[src/rtl/wallace_dot_sequencer.sv]
// Dot-product sequencer around an external combinational 8x8 multiplier.
// Operand pairs are registered onto mul_a/mul_b. Each product is added to
// the accumulator one edge after its pair is accepted.
module wallace_dot_sequencer #(
  parameter int LEN_W = 4,
  parameter int ACC_W = 20
) (
  input  logic             clk,
  input  logic             rst,
  input  logic             start,
  input  logic [LEN_W-1:0] len,
  output logic             busy,
  input  logic             in_valid,
  input  logic [7:0]       in_a,
  input  logic [7:0]       in_b,
  output logic             in_ready,
  output logic [7:0]       mul_a,
  output logic [7:0]       mul_b,
  input  logic [15:0]      mul_p,
  output logic             out_valid,
  output logic [ACC_W-1:0] out_data,
  input  logic             out_ready
);

  typedef enum logic [1:0] {IDLE, RUN, DRAIN, DONE} state_t;

  typedef struct packed {
    logic [7:0] a;
    logic [7:0] b;
  } pair_t;

  state_t           state, state_nx;
  pair_t            opq;
  logic [LEN_W-1:0] len_q;
  logic [LEN_W-1:0] cnt;
  logic [ACC_W-1:0] acc;
  logic             pv;    // opq holds a product that has not been added yet
  logic             hs;
  logic             last_beat;
  logic             take;

  assign hs        = in_valid & (state == RUN);
  assign last_beat = hs & (cnt == len_q - LEN_W'(1));
  assign take      = (state == IDLE) & start;
  assign mul_a     = opq.a;
  assign mul_b     = opq.b;

  // State register
  always_ff @(posedge clk or posedge rst) begin
    if (rst) state <= IDLE;
    else     state <= state_nx;
  end

  // Next state and state-decoded outputs
  always_comb begin
    state_nx  = state;
    busy      = (state != IDLE);
    in_ready  = 1'b0;
    out_valid = 1'b0;
    out_data  = '0;
    case (state)
      IDLE:  if (start) state_nx = (len != '0) ? RUN : DONE;
      RUN: begin
        in_ready = 1'b1;
        if (last_beat) state_nx = DRAIN;
      end
      DRAIN: state_nx = DONE;
      DONE: begin
        out_valid = 1'b1;
        out_data  = acc;
        if (out_ready) state_nx = IDLE;
      end
      default: state_nx = IDLE;
    endcase
  end

  // Operand capture, beat counting and accumulation
  always_ff @(posedge clk or posedge rst) begin
    if (rst) begin
      opq   <= '0;
      len_q <= '0;
      cnt   <= '0;
      acc   <= '0;
      pv    <= 1'b0;
    end else begin
      pv <= hs;
      if (hs) begin
        opq <= '{a: in_a, b: in_b};
        cnt <= cnt + LEN_W'(1);
      end
      if (take) begin
        // A job starts from a clean sum. pv is always 0 in IDLE,
        // so no stale product is lost here.
        acc <= '0;
        cnt <= '0;
        if (len != '0) len_q <= len;
      end else if (pv) begin
        acc <= acc + ACC_W'(mul_p);
      end
    end
  end

endmodule

[config.mk]
export PLATFORM = sky130hd
export DESIGN_NAME = wallace_dot_sequencer
export DESIGN_NICKNAME = d
export VERILOG_FILES = /design/src/rtl/wallace_dot_sequencer.sv
export SDC_FILE = /design/constraint.sdc
export NUM_CORES = 1
export LEC_CHECK = 0
export BUFFER_PORTS_ARGS = -buffer_cell sky130_fd_sc_hd__buf_2
export CORE_ASPECT_RATIO = 0.75
export CORE_MARGIN = 10
export CORE_UTILIZATION = 50
export CTS_CLUSTER_SIZE = 25
export DETAILED_ROUTE_END_ITERATION = 8
export HOLD_SLACK_MARGIN = 0.15
export PLACE_DENSITY = 0.72
export SLEW_MARGIN = 10
export SYNTH_ARGS = -nofsm -noshare
export SYNTH_HDL_FRONTEND = slang
export SYNTH_SLANG_ARGS = --single-unit
[constraint.sdc]
create_clock -name clk -period 3.7 [get_ports clk]
set_clock_uncertainty 0.15 [all_clocks]
set_input_delay 0.37 -clock clk [delete_from_list [all_inputs] [get_ports clk]]
set_output_delay 0.37 -clock clk [all_outputs]
set_load 0.02 [all_outputs]
==> results by group, run 1 <==
Clock network
  – CTS buffer count: 5
  – Post-CTS setup buffer count: 0
  – Clk buf depth: 2
  – Worst-Skew Late Latency: 300 ps
  – CTS tree: done
  – CTS Root Buffer Type: clkbuf_8
  – Htree depth: 2
  – CTS sink cnt: 47
  – Reg clk slew, reported paths: 90 ps
  – Resized cells post-CTS: 0

Cells and area
  – Fin nets: 497
  – Antenna diode instance count: 0
  – Fraction of layout cells with a size suffix above 1: 0.2356
  – Synth-to-Final Area Change: 25.03%

STA
  – Slew margin rel.: 0.3318
  – Setup Viol. Count Final: 0
  – Final TNS setup: 0 ps
  – Final setup margin: 1028 ps
  – RSZ-0062 raised after global routing: false
  – Period utilisation layout: 0.7220
  – F_max: 374.3 MHz
  – Fin. max-slew vios: 0
  – Minimum clock period: 2672 ps
  – Slew @ Worst Pin: 1001 ps
  – Final Hold Viols: 0

Outcome
  – Outcome: finished clean

Die
  – Top Ports: 80
  – Die area: 9642 sq um
  – FP Rows: 24
  – Die width: 110.1 microns
  – Core area: 5856 sq um
  – Die Height: 87.58 microns
  – Initial core utilization: 0.5199

Power and ir drop
  – Leak Pwr: 1.973 nW
  – Pwr per Cell Area: 757.8 nW/um^2
  – Total chip power: 2.884 mW
  – Max VDD drop: 0.0003175 V

Drt
  – TritonRoute pass-1 iters: 4
  – Post-DRT Antenna Nets: 0
  – DRC: 0
  – Via Count: 2657
  – Drt initial violations: 140
  – Drt total wl: 7823 microns
  – Via density: 5.200
  – Wire per inst: 15.31 microns

GRT
  – Total track usage: 0.1642
  – Total global routing overflow: 0
  – Vias in the first global route: 2541
  – Largest net degree at the start of global routing: 48
  – Global-route wire length before repair: 12840 microns
  – Initial antenna violation count: 0

Yosys
  – Async set-reset flop share out of synthesis: 1.000
  – Commonest cells in the netlist: nand2_1, dfrtp_1, nor2_1, and2_1, ha_1
  – Yosys cell types: 51
  – Cell area after synthesis: 3044 sq um
  – Post-synth EDFFs: 0
  – Synth Net Count: 403
  – Most common cell in the netlist: nand2_1
  – Gate Count Post-Synth: 338
  – Area leader, netlist: dfrtp_1
  – Main flop type after synthesis: dfrtp_1
  – Yosys warning total: 0
  – Yosys reg bits: 47
  – Top cells by area, synth: dfrtp_1, ha_1, nand2_1
  – Seq/Total Area, Yosys: 0.3864
  – Synth Area per Inst: 9.006 sq um
  – Share of the synthesized area in the top cell type: 0.3864

Place
  – Post-Place Worst Slack: 1100 ps
  – GPL Wtd Cong: 0.8339
  – Post-DP HPWL: 5630 microns
  – IO buf count: 79

Run
  – Max-cap viol count: 0

Worst setup path
  – CP startpoint kind: flop
  – Req. time, crit path: 3730 ps
  – Crit Path Max Fanout: 3
  – Worst EP arrival: 2700 ps
  – Crit end category: flop
  – CP Class: reg -> reg

Hold path
  – Hold Crit Class: in -> async
==> cells in the final DEF, fill, tap and decap left out, drive strengths merged, types with 2 or more instances in the layout <==
cell,instances
clkbuf,6
dfrtp,47
ha,23
a41o,2
inv,16
mux2i,14
nand3,10
buf,82
and2,24
o221ai,2
a22o,4
dlygate4sd3,16
nor2,27
o211ai,2
a22oi,2
xor2,6
bufinv,2
nand2b,2
a31oi,4
xnor2,13
and3,4
o21ai,11
nand4,4
or3,3
a21oi,17
nor4b,2
nand2,65
nor3,7
==> cell type report <==
cell class,instances,area (sq um)
fillers,514,2049
multi-input cells,264,1762
clock inverters,2,60.06
flip-flops and latches,47,1176
well taps,78,97.59
clock buffers,6,72.57
repair buffers,98,578.1
inverters,16,60.06
==> critical path, cell delays in order, from the launching register on <==
cell	delay [ps]
dfrtp_1	400
ha_1	210
fa_1	410
a21oi_1	250
o21ai_1	120
a2111oi_0	510
nor3_1	160
nor3_1	260
nor3b_2	80
==> path summary, 6_finish.rpt <==
check                                       endpoint                 start  cells after the start  slack [ps]
worst min register to register  mul_a[0]$_DFFE_PP0P_  mul_a[0]$_DFFE_PP0P_                      2         320
worst min-delay path            mul_a[0]$_DFFE_PP0P_                   rst                      2         160
max in group asynchronous         cnt[3]$_DFFE_PP0P_                   rst                      2        2640
min in group clk                len_q[0]$_DFFE_PP0P_                len[0]                      2         170
worst max register to register    acc[8]$_DFFE_PP0P_    acc[0]$_DFFE_PP0P_                      8        1030
worst max-delay path              acc[8]$_DFFE_PP0P_    acc[0]$_DFFE_PP0P_                      8        1030
==> sequential cells by signal, indices dropped and copies added, names as in the netlist <==
| signal | count |
|---|---|
| len_q | 4 |
| pv | 1 |
| mul_b | 8 |
| mul_a | 8 |
| cnt | 4 |
| acc | 20 |
| state | 2 |
==> metrics by stage <==
stage / instances / utilization / hold WS (ps) / area, sq um
after global routing: 511 / 0.6500 / 164.7 / 3806
after floorplan: 338 / - / 325.4 / 3044
after detailed placement: 487 / 0.6000 / 306.7 / 3513
after CTS: 511 / 0.6500 / 158.2 / 3806
final: 511 / 0.6500 / 158.0 / 3806
after global placement: 487 / 0.6000 / 302.0 / 3513
==> repair_timing <==
item                                   in CTS  in global routing
endpoints found under the hold margin      16                  0
setup endpoints to repair                   0                  0
hold buffers                               16                  0
==> logic make-up (layout without fill, tap and decap cells) <==
logic type | count (synthesis) | after routing | synth area share
adders and majority gates | 24 | 24 | 0.1011
DFF | 47 | 47 | 0.3864
and+or+nand+nor | 152 | 152 | 0.2392
xor gates and xnor gates | 19 | 19 | 0.05467
AOI/OAI and AO/OA | 55 | 55 | 0.1377
buffers and inverters | 27 | 122 | 0.03494
muxes | 14 | 14 | 0.04603
==> power by group <==
group,internal [mW],switching [mW],total (mW),leakage [nW]
clock network,0.270,0.174,0.444,0.0654
registers,0.720,0.168,0.888,0.605
logic,0.619,0.933,1.55,1.30
total,1.61,1.27,2.88,1.97
==> metal layers <==
layer / global-route usage / up-vias / routed length (microns)
li1: - / 1351 / -
met1: 0.2232 / 1251 / 3642
met2: 0.2649 / 51 / 3708
met3: 0.03522 / 4 / 420
met4: 0.03143 / 0 / 51
met5: 0 / - / 0
Note: power is estimated with default switching activity, not from simulation.
==> run 2, diff against run 1 <==
- clock period: 3.7 -> 2.5 ns (I/O delays scaled with it)
==> results by group, run 2 (synthesis results as in run 1) <==
Die
  – Top Ports: 80 (unchanged)
  – Die width: 110.1 microns (unchanged)
  – Die Height: 87.58 microns (unchanged)
  – Die area: 9642 sq um (unchanged)
  – Initial core utilization: 0.5199 (unchanged)
  – Core area: 5856 sq um (unchanged)
  – FP Rows: 24 (unchanged)

Cells and area
  – Fraction of layout cells with a size suffix above 1: 0.2500 (+0.01443)
  – Core Util, Final: 0.6705 (+0.02051)
  – Most frequent cells in the layout: buf_2, nand2_1, dfrtp_1, nor2_1, and2_1
  – Reg with most FFs: acc
  – Commonest non-fill, non-tap cell in the layout: buf_2
  – Max reg flops: 20 (unchanged)
  – Fin nets: 508 (+2.2%)
  – Antenna diode instance count: 0 (unchanged)
  – Synth-to-Final Area Change: 28.98%

STA
  – Minimum clock period: 2331 ps (-340.6 ps)
  – RSZ-0062 raised after global routing: false
  – Slew margin rel.: 0.6647 (+0.3328)
  – F_max: 429.0 MHz (+15%)
  – Fin. max-slew vios: 0 (unchanged)
  – Final TNS setup: 0 ps (unchanged)
  – Setup Viol. Count Final: 0 (unchanged)
  – Period utilisation layout: 0.9324 (+0.2103)
  – Slew @ Worst Pin: 498.4 ps (-502.4 ps)
  – Final Hold Viols: 0 (unchanged)

Drt
  – Drt total wl: 7859 microns (+0.46%)
  – DRC: 0 (unchanged)
  – Drt initial violations: 122 (-13%)
  – Via density: 5.201 (about the same)
  – Via Count: 2715 (+2.2%)
  – Wire per inst: 15.06 microns (-1.7%)
  – TritonRoute pass-1 iters: 4 (unchanged)
  – Post-DRT Antenna Nets: 0 (unchanged)

Place
  – IO buf count: 79 (unchanged)
  – Post-DP HPWL: 5666 microns (+0.65%)
  – GPL Wtd Cong: 0.8379 (+0.48%)

Clock network
  – CTS buffer count: 5 (unchanged)
  – Htree depth: 2 (unchanged)
  – CTS tree: done
  – Clk buf depth: 2 (unchanged)
  – CTS Root Buffer Type: clkbuf_8
  – Reg clk slew, reported paths: 90 ps (about the same)
  – CTS sink cnt: 47 (unchanged)
  – Worst-Skew Late Latency: 300 ps (about the same)

Worst setup path
  – Crit Path Max Fanout: 3 (unchanged)
  – Critical path, cell by cell: ha_1 -> fa_2 -> a21oi_2 -> o21ai_1 -> a2111oi_2 -> nor3_1 -> nor3_1 -> nor3b_2
  – Req. time, crit path: 2540 ps (-1190 ps)
  – Worst EP arrival: 2370 ps (-330 ps)
  – CP peak stage delay: 400 ps (-110 ps)
  – CP startpoint kind: flop
  – CP Class: reg -> reg
  – Crit end category: flop
  – Slowest-stage cell, CP: dfrtp_1
  – Critical Path Most Common Cell: nor3_1

Hold path
  – Hold Crit Class: in -> reg

Outcome
  – Outcome: finished clean

GRT
  – Total global routing overflow: 0 (unchanged)
  – Global-route wire length before repair: 12960 microns (+0.92%)
  – Total track usage: 0.1658 (+0.001626)
  – Initial antenna violation count: 0 (unchanged)
  – Largest net degree at the start of global routing: 48 (unchanged)
  – Vias in the first global route: 2646 (+4.1%)

Power and ir drop
  – Net Sw Power: 1.903 mW (+49%)
  – Pwr per Cell Area: 1104 nW/um^2 (+46%)
  – Sequential power share: 0.297 (-0.011)
  – Logic pwr share: 0.549 (+0.011)
  – Int Power: 2.433 mW (+51%)
  – Clock share of power: 0.154 (about the same)
  – Switching Share: 0.4390 (-0.003069)
  – Max VDD drop: 0.0005141 V (+62%)
  – Leak Pwr: 2.028 nW (+2.8%)

Run
  – Max-cap viol count: 0 (unchanged)
-- run 2: changes by cell type in the layout (fill, tap and decap cells not counted) --
| cell | change |
|---|---|
| a2111oi_0 | -1 |
| a2111oi_2 | +1 |
| a21oi_1 | -1 |
| a21oi_2 | +1 |
| buf_12 | +1 |
| buf_4 | +5 |
| dlygate4sd3_1 | +5 |
| fa_1 | -1 |
| fa_2 | +1 |
-- run 2: cell type report --
cell class | instances | area, sq um
clock buffers | 6 | 72.57
repair buffers | 109 | 685.7
multi-input cells | 264 | 1774
well taps | 78 | 97.59
fillers | 503 | 1929
inverters | 16 | 60.06
flip-flops and latches | 47 | 1176
clock inverters | 2 | 60.06
-- run 2: critical path: cells and delay by family, from the launching register on --
kind            cells  cell delay [ps]
flops               1              400
compound gates      3              680
fa+ha+maj           2              590
simple gates        3              390
-- run 2: what timing repair did --
| item | CTS | global route |
|---|---|---|
| endpoints found under the hold margin | 67 | 0 |
| buffers inserted | 0 | 2 |
| hold buffers | 21 | 0 |
| resized for setup | 0 | 4 |
| endpoints found under the setup margin | 0 | 4 |
-- run 2: metal layers --
| layer | global-route usage | vias up | part of all wire |
|---|---|---|---|
| met1 | 0.2175 | 1275 | 0.45 |
| met2 | 0.2628 | 57 | 0.47 |
| met5 | 0 | - | 0 |
| li1 | - | 1381 | - |
| met3 | 0.05356 | 2 | 0.072 |
| met4 | 0.03492 | 0 | 0.0046 |
-- run 2: path summary, 6_finish.rpt --
| kind | startpoint | endpoint | slack (ps) | depth (start not counted) |
|---|---|---|---|---|
| max | acc[0]$_DFFE_PP0P_ | acc[8]$_DFFE_PP0P_ | 170 | 8 |
| min | mul_p[0] | acc[0]$_DFFE_PP0P_ | 170 | 4 |
| max reg2reg | acc[0]$_DFFE_PP0P_ | acc[8]$_DFFE_PP0P_ | 170 | 8 |
| min reg2reg | mul_b[5]$_DFFE_PP0P_ | mul_b[5]$_DFFE_PP0P_ | 320 | 2 |
| max in group asynchronous | rst | acc[7]$_DFFE_PP0P_ | 1600 | 4 |
| min in group asynchronous | rst | acc[16]$_DFFE_PP0P_ | 390 | 4 |
-- run 2: stage by stage --
| stage | instances | total power, mW | cell area, sq um | worst slack, ps | hold slack (ps) |
|---|---|---|---|---|---|
| 2_1_floorplan | 338 | 2.992 | 3044 | 240.6 | 205.4 |
| 3_3_place_gp | 491 | 3.553 | 3556 | 130.8 | 160.5 |
| 3_5_place_dp | 491 | 3.616 | 3556 | 39.41 | 170.3 |
| 4_1_cts | 520 | 4.323 | 3899 | 36.55 | 158.0 |
| 5_1_grt | 522 | 4.710 | 3926 | 39.57 | 179.0 |
| 6_report | 522 | 4.336 | 3926 | 169.1 | 167.1 |
-- run 2: power by group through the flow --
stage	logic, mW	registers [mW]	clock network, mW
after floorplan	1.59	1.40	0
after global placement	2.26	1.29	0
after detailed placement	2.32	1.30	0
after CTS	2.35	1.28	0.687
after global routing	2.65	1.34	0.726
final	2.38	1.29	0.666
